File: src/rtl/wb_ram_arbiter.sv
// Two-port Wishbone B4 pipelined front end for a single-port DFFRAM macro.
// One access reaches the RAM per cycle; acks and read data return one cycle after accept.
module wb_ram_arbiter #(
  parameter int ADDR_W    = 8,
  parameter int DATA_W    = 32,
  parameter int FIXED_PRI = 0
) (
  input  logic                wb_clk,
  input  logic                wb_reset_n,
  input  logic                pA_cyc_i,
  input  logic                pA_stb_i,
  input  logic                pA_we_i,
  input  logic [DATA_W/8-1:0] pA_sel_i,
  input  logic [31:0]         pA_adr_i,
  input  logic [DATA_W-1:0]   pA_dat_i,
  output logic                pA_stall_o,
  output logic                pA_ack_o,
  output logic [DATA_W-1:0]   pA_dat_o,
  input  logic                pB_cyc_i,
  input  logic                pB_stb_i,
  input  logic                pB_we_i,
  input  logic [DATA_W/8-1:0] pB_sel_i,
  input  logic [31:0]         pB_adr_i,
  input  logic [DATA_W-1:0]   pB_dat_i,
  output logic                pB_stall_o,
  output logic                pB_ack_o,
  output logic [DATA_W-1:0]   pB_dat_o,
  output logic                ram_en,
  output logic [DATA_W/8-1:0] ram_we,
  output logic [ADDR_W-1:0]   ram_addr,
  output logic [DATA_W-1:0]   ram_di,
  input  logic [DATA_W-1:0]   ram_do
);

  typedef enum logic {PRI_A = 1'b0, PRI_B = 1'b1} pri_e;

  pri_e state_q, state_d;
  logic reqA, reqB, grantA, grantB;
  logic ackA_q, ackB_q, rdA_q, rdB_q;
  logic unused_adr;

  assign reqA = pA_cyc_i & pA_stb_i;
  assign reqB = pB_cyc_i & pB_stb_i;

  // The state only matters when both ports request in the same cycle.
  assign grantA = reqA & (~reqB | (state_q == PRI_A));
  assign grantB = reqB & ~grantA;

  assign pA_stall_o = reqA & ~grantA;
  assign pB_stall_o = reqB & ~grantB;

  always_ff @(posedge wb_clk or negedge wb_reset_n) begin
    if (!wb_reset_n) begin
      state_q <= PRI_A;
    end else begin
      state_q <= state_d;
    end
  end

  always_comb begin
    state_d = state_q;
    if (FIXED_PRI != 0) begin
      state_d = PRI_A;
    end else if (grantA) begin
      state_d = PRI_B;
    end else if (grantB) begin
      state_d = PRI_A;
    end
  end

  // RAM pins are zeroed on idle cycles so the macro sees a quiet bus.
  always_comb begin
    ram_en   = 1'b0;
    ram_we   = '0;
    ram_addr = '0;
    ram_di   = '0;
    if (grantA) begin
      ram_en   = 1'b1;
      ram_we   = pA_we_i ? pA_sel_i : '0;
      ram_addr = pA_adr_i[ADDR_W+1:2];
      ram_di   = pA_dat_i;
    end else if (grantB) begin
      ram_en   = 1'b1;
      ram_we   = pB_we_i ? pB_sel_i : '0;
      ram_addr = pB_adr_i[ADDR_W+1:2];
      ram_di   = pB_dat_i;
    end
  end

  always_ff @(posedge wb_clk or negedge wb_reset_n) begin
    if (!wb_reset_n) begin
      ackA_q <= 1'b0;
      ackB_q <= 1'b0;
      rdA_q  <= 1'b0;
      rdB_q  <= 1'b0;
    end else begin
      ackA_q <= grantA;
      ackB_q <= grantB;
      rdA_q  <= grantA & ~pA_we_i;
      rdB_q  <= grantB & ~pB_we_i;
    end
  end

  // A master that dropped cyc gets neither the ack nor the data.
  assign pA_ack_o = ackA_q & pA_cyc_i;
  assign pB_ack_o = ackB_q & pB_cyc_i;
  assign pA_dat_o = (pA_ack_o & rdA_q) ? ram_do : '0;
  assign pB_dat_o = (pB_ack_o & rdB_q) ? ram_do : '0;

  assign unused_adr = ^{pA_adr_i[31:ADDR_W+2], pA_adr_i[1:0],
                        pB_adr_i[31:ADDR_W+2], pB_adr_i[1:0]};

endmodule

File: config.mk
export PLATFORM = sky130hd
export DESIGN_NAME = wb_ram_arbiter
export DESIGN_NICKNAME = d
export VERILOG_FILES = /design/src/rtl/wb_ram_arbiter.sv
export SDC_FILE = /design/constraint.sdc
export NUM_CORES = 1
export LEC_CHECK = 0
export BUFFER_PORTS_ARGS = -buffer_cell sky130_fd_sc_hd__buf_4
export CORE_AREA = 10 10 103 105
export CTS_CLUSTER_SIZE = 24
export DETAILED_ROUTE_END_ITERATION = 6
export DIE_AREA = 0 0 113 115
export GPL_ROUTABILITY_DRIVEN = 0
export HOLD_SLACK_MARGIN = 0.06
export SYNTH_ARGS = -nofsm -noshare
export SYNTH_HDL_FRONTEND = slang
export SYNTH_SLANG_ARGS = --single-unit
File: constraint.sdc
create_clock -name wb_clk -period 1.52 [get_ports wb_clk]
set_input_delay 0.456 -clock wb_clk [delete_from_list [all_inputs] [get_ports wb_clk]]
set_output_delay 0.456 -clock wb_clk [all_outputs]
set_load 0.01 [all_outputs]
[Yosys cells after proc, flatten, opt, wreduce, memory -nomap -nowiden]
Cells that the tools add are included.
Widths: inputs -> output; s select.
Operators by class
  mux-type cells: 14
  bitwise operators: 19
  reduce and logical (&&, ||, !) cells: 1
Operators by type and width (number)
  $mux 32: 4
  $mux 4: 4
  $mux 8: 2
  $and 1x1->1: 12
  $not 1->1: 6
  $mux 1: 4
  $reduce_bool 2->1: 1
  $or 1x1->1: 1
Word-level totals
  register bits after elaboration: 5
  input bits: 176
  output and inout port bits: 113
  word-level logic and storage cells: 39

[Logic depth before layout (Yosys ltp)]
Gate-level depths: netlist of run 1.
  word-level depth: 8
  depth in mapped cells: 5

[Least setup slack after synthesis of run 1]
No wires, ideal clock.
  path type: register to output
  start point: reg state_q
  end point: out ram_addr[0]
  data arrival time: 1163 ps
  path slack: -99 ps
  stages on the path, launching flop included: 5
  path through: dfrtp_1 > and3b_4 > nor2_8 > buf_8 > a22o_1
On the way
  word-level cells in the longest chain between the ends: 7
Ends and longest elaborated chain
  start: declaration: RTL line 37  | pri_e state_q, state_d;
  start signal: assignment: RTL line 56  | state_q <= state_d;
  $not 1->1 *: RTL line 46  | assign grantA = reqA & (~reqB | (state_q == PRI_A));
  $or 1x1->1 *: RTL line 46
  $and 1x1->1 *: RTL line 46
  $not 1->1: RTL line 47  | assign grantB = reqB & ~grantA;
  $and 1x1->1: RTL line 47
  $mux 8: RTL line 82  | end else if (grantB) begin
  $mux 8 *: RTL line 77  | if (grantA) begin
  end: declaration: RTL line 30  | output logic [ADDR_W-1:0] ram_addr,
Mark *: on every way between the ends. The rest lies on a longest branch, timed or not.

[Final worst setup path of run 1]
  start point: reg state_q
  end point: out ram_di[8]
On the way
  word-level cells in the longest chain between the ends: 7
Ends and longest elaborated chain
  $not 1->1 *: RTL line 46
  $or 1x1->1 *: RTL line 46
  $and 1x1->1 *: RTL line 46
  $not 1->1: RTL line 47
  $and 1x1->1: RTL line 47
  $mux 32: RTL line 82
  $mux 32 *: RTL line 77
  end: declaration: RTL line 31  | output logic [DATA_W-1:0] ram_di,
Marks and branches as above.

==> results of run 1 <==
[final cells by class]
cell class	instances	share of cell area, %
timing repair buffer	272	65.4
multi-input combinational	125	27.2
tap	108	3.26
sequential	5	3.02
clock buffer	4	1.09
[cells by family (layout without fill, tap and decap cells)]
group,count (synthesis),in the layout,share of synthesized area (%)
AND/OR/NAND/NOR,80,80,43.4
flip-flops,5,5,10.6
AO/OA/AOI/OAI,45,45,34.3
buffers and inverters,15,276,11.8
[layer usage]
metal,vias to the layer above,track usage [%]
met5,-,0
met4,0,3.21
met3,6,4.38
met2,115,27.3
met1,1041,14.5
li1,1049,-
[worst max-delay path, delay by kind of cell (launching register included)]
family / cells / cell delay [ps]
buffers and inverters: 4 / 530
DFF: 1 / 360
AOI/OAI and AO/OA: 1 / 210
and+or+nand+nor: 2 / 200
[registers in the layout, indices dropped and copies added, names as in the netlist]
| signal | flops |
|---|---|
| rdB_q | 1 |
| rdA_q | 1 |
| ackB_q | 1 |
| state_q | 1 |
| ackA_q | 1 |
[cell usage in the layout, fill, tap and decap left out, drive strengths merged, types with 3 or more instances in the layout]
cell    Yosys  final
buf         9    268
and2       66     66
a22o       40     40
clkbuf      6      7
dfrtp       5      5
a32o        4      4
nand2       3      3
[power by group]
| part | switching (uW) | leakage [uW] | internal, uW |
|---|---|---|---|
| Combinational | 326 | 0.00207 | 600 |
| Sequential | 6.24 | 0.0000652 | 145 |
| Clock | 61.8 | 0.0000228 | 180 |
| Total | 394 | 0.00216 | 924 |
[metrics by stage]
stage / TNS [ps] / total power [uW] / hold slack [ps] / instances
after floorplan: -3070 / 398 / 160 / 145
after global placement: -23230 / 860 / 262 / 491
after detailed placement: -23690 / 870 / 263 / 491
after CTS: -33260 / 1310 / 400 / 515
after global routing: -35630 / 1410 / 397 / 514
final: -29040 / 1320 / 403 / 514
[final timing paths]
path                                          start             endpoint  depth (start not counted)
worst min-delay path                        pA_we_i      rdA_q$_DFF_PN0_                          2
worst max register to register  state_q$_DFFE_PN0P_      rdA_q$_DFF_PN0_                          7
max in group asynchronous                wb_reset_n      rdB_q$_DFF_PN0_                          2
worst max-delay path            state_q$_DFFE_PN0P_            ram_di[8]                          7
min in group asynchronous                wb_reset_n     ackA_q$_DFF_PN0_                          2
worst min register to register  state_q$_DFFE_PN0P_  state_q$_DFFE_PN0P_                          5
[repair_timing]
item | CTS | global route
cloned | 8 | 3
hold buffers | 1 | 0
setup endpoints to repair | 110 | 110
setup buffers | 11 | 3
resized for setup | 204 | 3
pin swaps | 50 | 31
hold endpoints to repair | 5 | 0
==> results by group, run 1 <==
GRT
  • GRT overflow: 0
  • First-pass GRT wire length: roughly 15000 um
  • GRT Resource Usage Total: between 10 and 15%
  • Number of global-route vias before repair: 2559
  • Largest net degree at the start of global routing: 16
  • Initial antenna violation count: 0

Logic synthesis
  • Syn Inst Count: 145
  • Post-synthesis async set-or-reset flop share: 100%
  • Post-Syn Area: ~0.0012 mm^2
  • Top-count cell post-synth: and2_1
  • YS warnings: 0
  • Post-synthesis sequential area ratio: a little over a tenth
  • Seq cells post-synth: 5
  • EDFF count, synth: 0
  • Synth unique cells: 18
  • Synthesized Nets: between 300 and 400
  • Cell taking the most area after synthesis: and2_1
  • Mean Syn Cell Area: 8.14 um^2
  • Top_reg_cell synth: dfrtp_1
  • Top post-synthesis cells by area: and2_1 (35%), a22o_1 (30%), dfrtp_1 (11%), buf_8 (5.1%), buf_6 (4.8%)
  • Top cell type's share of synthesized area: between 30% and 40%
  • Synth cell count leaders: and2_1 (66), a22o_1 (40), clkbuf_1 (6)

Floorplan
  • Die X-Extent: roughly 110 um
  • Site Rows: 34
  • Die area: around 0.013 mm^2
  • Die height: approximately 120 um
  • Core box area: between 0.008 and 0.009 mm^2
  • Starting Density: 13.8%
  • Io pins: between 200 and 300

Placement
  • Number of port buffers: between 200 and 250
  • Post-Place Setup Slack: -351 ps
  • Cell Area, Placed: ~0.0031 mm^2
  • Post-DP HPWL: around 7600 um

Worst setup path
  • Worst-path fanout max: 6
  • Type of origin of the critical path: flip-flop
  • Reg-to-reg slack, setup: around 200 ps
  • Worst EP required: between 1000 and 1500 ps
  • CP max stage cell: dfrtp_1
  • CP cell instances: buf_6 -> nand3_4 -> nor2b_4 -> buf_12 -> clkbuf_16 -> a22o_1 -> buf_6
  • Most common cell on crit path: buf_6
  • Max incr delay on CP: ~360 ps
  • Crit end category: output port
  • CP Data Arrival Time: around 1500 ps
  • Crit path kind: reg -> out

Drt
  • Vias: between 2k and 2.5k
  • Max layer used: met4
  • Post-detailed-route via-to-cell ratio: between 4 and 5
  • WL per Instance: roughly 20 um
  • Final WL: a little over 10000 um
  • Routed wl met2: just under 6000 um
  • M1 WL: 3630 um
  • Drt drc: 0
  • Iter 0 DRT Violations: 71
  • DR WL met3: between 700 and 800 um
  • Post-route ant nets: 0
  • Drt first pass iters: 4

Final layout
  • Final Core Density: between 40 and 50%
  • Register area: about 130 um^2
  • Diodes inserted: 0
  • Fraction of layout cells with a size suffix above 1: roughly 87%
  • Final Cell Area: 0.00415 mm^2
  • Fillcell total: a little over 800
  • Final nets: ~580
  • Area of the multi-input gates: roughly 0.0011 mm^2
  • Area grow syn2layout: 252%

STA
  • Final worst-path setup slack: -452 ps
  • Slew Viols, Final: 0
  • Fmax: 507 MHz
  • Relative slew slack: 85.8%
  • Min cycle time layout: 1970 ps
  • Final Cycle Share: 130%
  • Worst-Margin Slew: about 210 ps
  • RSZ-0062 raised after global routing: yes
  • Clock Skews: just under 3 ps
  • Final setup violating endpoints: 110
  • Final Hold Viols: 0

Status
  • Outcome: complete, but fails checks
  • Failing checks: setup timing

Power
  • Lkg Pwr: ~0.0022 uW
  • Max rail drop VDD: about 190 uV
  • P per Cell Area: roughly 320 mW/mm^2

Job
  • Maxcap violations: 0

Clock tree
  • Clk sinks: 5
  • Worst-path clk slew: approximately 40 ps
  • TritonCTS clock tree: yes
  • Total CTS buffers: 3
  • Longest Clk Path Bufs: 2
  • CTS H-Tree Depth: 1
  • Worst-Skew Late Latency: between 200 and 250 ps
  • Clock root buffer: clkbuf_8

Min path
  • HP Class: in -> reg
(Power assumes the default switching activity.)
==> run 2: changes to the inputs <==
Settings changed: CELL_PAD_IN_SITES_DETAIL_PLACEMENT set to 0, CELL_PAD_IN_SITES_GLOBAL_PLACEMENT set to 2, CORE_AREA 10 10 103 105 to unset, CORE_MARGIN set to 10, CORE_UTILIZATION set to 10, CTS_BUF_LIST set to sky130_fd_sc_hd__clkbuf_8, DIE_AREA 0 0 113 115 to unset, PLACE_DENSITY_LB_ADDON set to 0.1, SLEW_MARGIN set to 20.
==> run 2 against run 1 <==
  * The run still ends with setup timing left
  * Sequential share of layout area grew 0.058 points
  * Critical path depth fell by 2
  * Via count down 2.7%
  * Wire length fell by 5.9%
  * Sequential power barely moved
  * Utilization is 13 points lower
  * Setup slack better by 4.6 ps
  * First-iteration DRC count unchanged
  * Worst hold slack improved by 36 ps
  * Clock skew shrank 1.1 ps
  * Critical path type unchanged
  * Critical endpoint is now ram_we[0]
  * Largest power group unchanged
==> results by group, run 2 (same netlist as run 1, synthesis figures left out) <==
Status
  • Outcome: complete, but fails checks
  • Failing checks: setup timing

STA
  • Fmax: 508 MHz (+0.23%)
  • WHS: 439 ps (+36.2 ps)
  • Worst-Margin Slew: 165 ps (-48.3 ps)
  • Final Hold Viols: 0 (unchanged)
  • Final Cycle Share: 129% (-0.30 points)
  • Clock Skews: 1.84 ps (-1.06 ps)
  • Relative slew slack: 88.9% (+3.1 points)
  • RSZ-0062 raised after global routing: yes
  • Final setup violating endpoints: 109 (-0.91%)
  • Final worst-path setup slack: -448 ps (+4.56 ps)
  • Min cycle time layout: 1970 ps (-4.56 ps)
  • Slew Viols, Final: 0 (unchanged)

Clock tree
  • Worst-Skew Late Latency: 220 ps (about the same)
  • TritonCTS clock tree: yes
  • Clock root buffer: clkbuf_8
  • CTS H-Tree Depth: 1 (unchanged)
  • Clk sinks: 5 (unchanged)
  • Total CTS buffers: 3 (unchanged)
  • Longest Clk Path Bufs: 2 (unchanged)
  • Worst-path clk slew: 30 ps (about the same)

Drt
  • Post-detailed-route via-to-cell ratio: 3.96 (-7.9%)
  • Drt drc: 0 (unchanged)
  • Drt first pass iters: 4 (unchanged)
  • Vias: 2152 (-2.7%)
  • Final WL: 9670 um (-5.9%)
  • WL per Instance: 17.8 um (-11%)
  • Post-route ant nets: 0 (unchanged)
  • Iter 0 DRT Violations: 71 (unchanged)

Worst setup path
  • CP Data Arrival Time: 1510 ps (about the same)
  • Worst EP required: 1060 ps (about the same)
  • Crit path kind: reg -> out
  • Worst-path fanout max: 13 (+7)
  • Crit end category: output port
  • Type of origin of the critical path: flip-flop

Job
  • Maxcap violations: 0 (unchanged)

Final layout
  • Final std cells w/o fill: 543 (+5.6%)
  • Most frequent cells in the layout: buf_4 (143), buf_6 (108), and2_4 (64)
  • Fraction of layout cells with a size suffix above 1: 86.3% (-0.94 points)
  • Final nets: 577 (-1.0%)
  • Commonest non-fill, non-tap cell in the layout: buf_4
  • Final Core Density: 35.5% (-13 points)
  • Final Cell Area: 0.00407 mm^2 (-1.9%)
  • Diodes inserted: 0 (unchanged)
  • Area grow syn2layout: 245%

Power
  • Max rail drop VDD: 187 uV (-1.6%)
  • Total power: 1210 uW (-8.5%)
  • P per Cell Area: 297 mW/mm^2 (-6.7%)
  • Lkg Pwr: 0.00211 uW (-2.0%)

GRT
  • Largest net degree at the start of global routing: 24 (+8)
  • Initial antenna violation count: 0 (unchanged)
  • GRT overflow: 0 (unchanged)
  • GRT Resource Usage Total: 10.5% (-3.6 points)
  • Number of global-route vias before repair: 2369 (-7.4%)
  • First-pass GRT wire length: 13700 um (-7.2%)

Placement
  • Number of port buffers: 240 (unchanged)
  • Placed insts: 528 (+7.5%)
  • Post-DP HPWL: 7940 um (+5.1%)
  • Cell Area, Placed: 0.00320 mm^2 (+1.9%)

Floorplan
  • Die area: 0.0165 mm^2 (+27%)
  • Die height: 129 um (+12%)
  • Starting Density: 10.3% (-3.5 points)
  • Io pins: 289 (unchanged)
  • Die X-Extent: 129 um (+14%)
  • Site Rows: 39 (+15%)
  • Core box area: 0.0115 mm^2 (+34%)

Min path
  • HP Class: in -> reg
[run 2: final cells by class]
cell class / count / area, um^2
repair buffers: 266 / 2590
clock buffers: 3 / 41.3
clock inverters: 1 / 3.75
fillers: 1174 / 7400
flip-flops and latches: 5 / 125
multi-input cells: 125 / 1130
well taps: 143 / 179
[run 2: per-stage QoR]
| step | setup WS, ps | setup TNS, ps |
|---|---|---|
| after CTS | -473 | -33490 |
| after global placement | -364 | -24550 |
| after global routing | -508 | -36280 |
| after detailed placement | -346 | -24100 |
| final | -448 | -29840 |
| after floorplan | -78.7 | -3070 |
[run 2: worst paths after layout]
| path | endpoint | slack, ps | startpoint | cells after the start |
|---|---|---|---|---|
| worst max-delay path | ram_we[0] | -450 | state_q$_DFFE_PN0P_ | 5 |
| worst min-delay path | rdB_q$_DFF_PN0_ | 440 | pB_we_i | 2 |
| worst max register to register | rdA_q$_DFF_PN0_ | 410 | state_q$_DFFE_PN0P_ | 4 |
| worst min register to register | state_q$_DFFE_PN0P_ | 620 | state_q$_DFFE_PN0P_ | 2 |
| max in group asynchronous | rdA_q$_DFF_PN0_ | 800 | wb_reset_n | 2 |
| min in group asynchronous | ackB_q$_DFF_PN0_ | 610 | wb_reset_n | 2 |
[run 2: worst max-delay path, cell delays in order, from the launching register on]
cell     delay, ps
dfrtp_1        380
and3b_4        340
nor2_8          50
buf_12         140
a32o_2         260
buf_6          120
[run 2: timing repair]
action                                  4_1_cts  5_1_grt
hold buffers                                  1        0
gates resized for setup                     183       14
buffers inserted                              5        3
endpoints found under the setup margin      110      110
hold endpoints to repair                      5        0
gates cloned                                  7        0
pin swaps                                    49       28
[run 2: power breakdown]
| part | internal, uW | total [uW] | switching, uW | leakage (uW) |
|---|---|---|---|---|
| clock | 173 | 235 | 62.5 | 0.0000269 |
| sequential | 145 | 150 | 5.20 | 0.0000652 |
| combinational | 529 | 822 | 293 | 0.00202 |
| total | 846 | 1210 | 361 | 0.00211 |
[run 2: metal layers]
metal / routed length, um / part of all wire [%] / GRT usage, %
met5: 0 / 0 / 0
met4: 152 / 1.6 / 2.75
met3: 1020 / 11 / 3.78
met1: 3080 / 32 / 9.45
met2: 5410 / 56 / 21.4
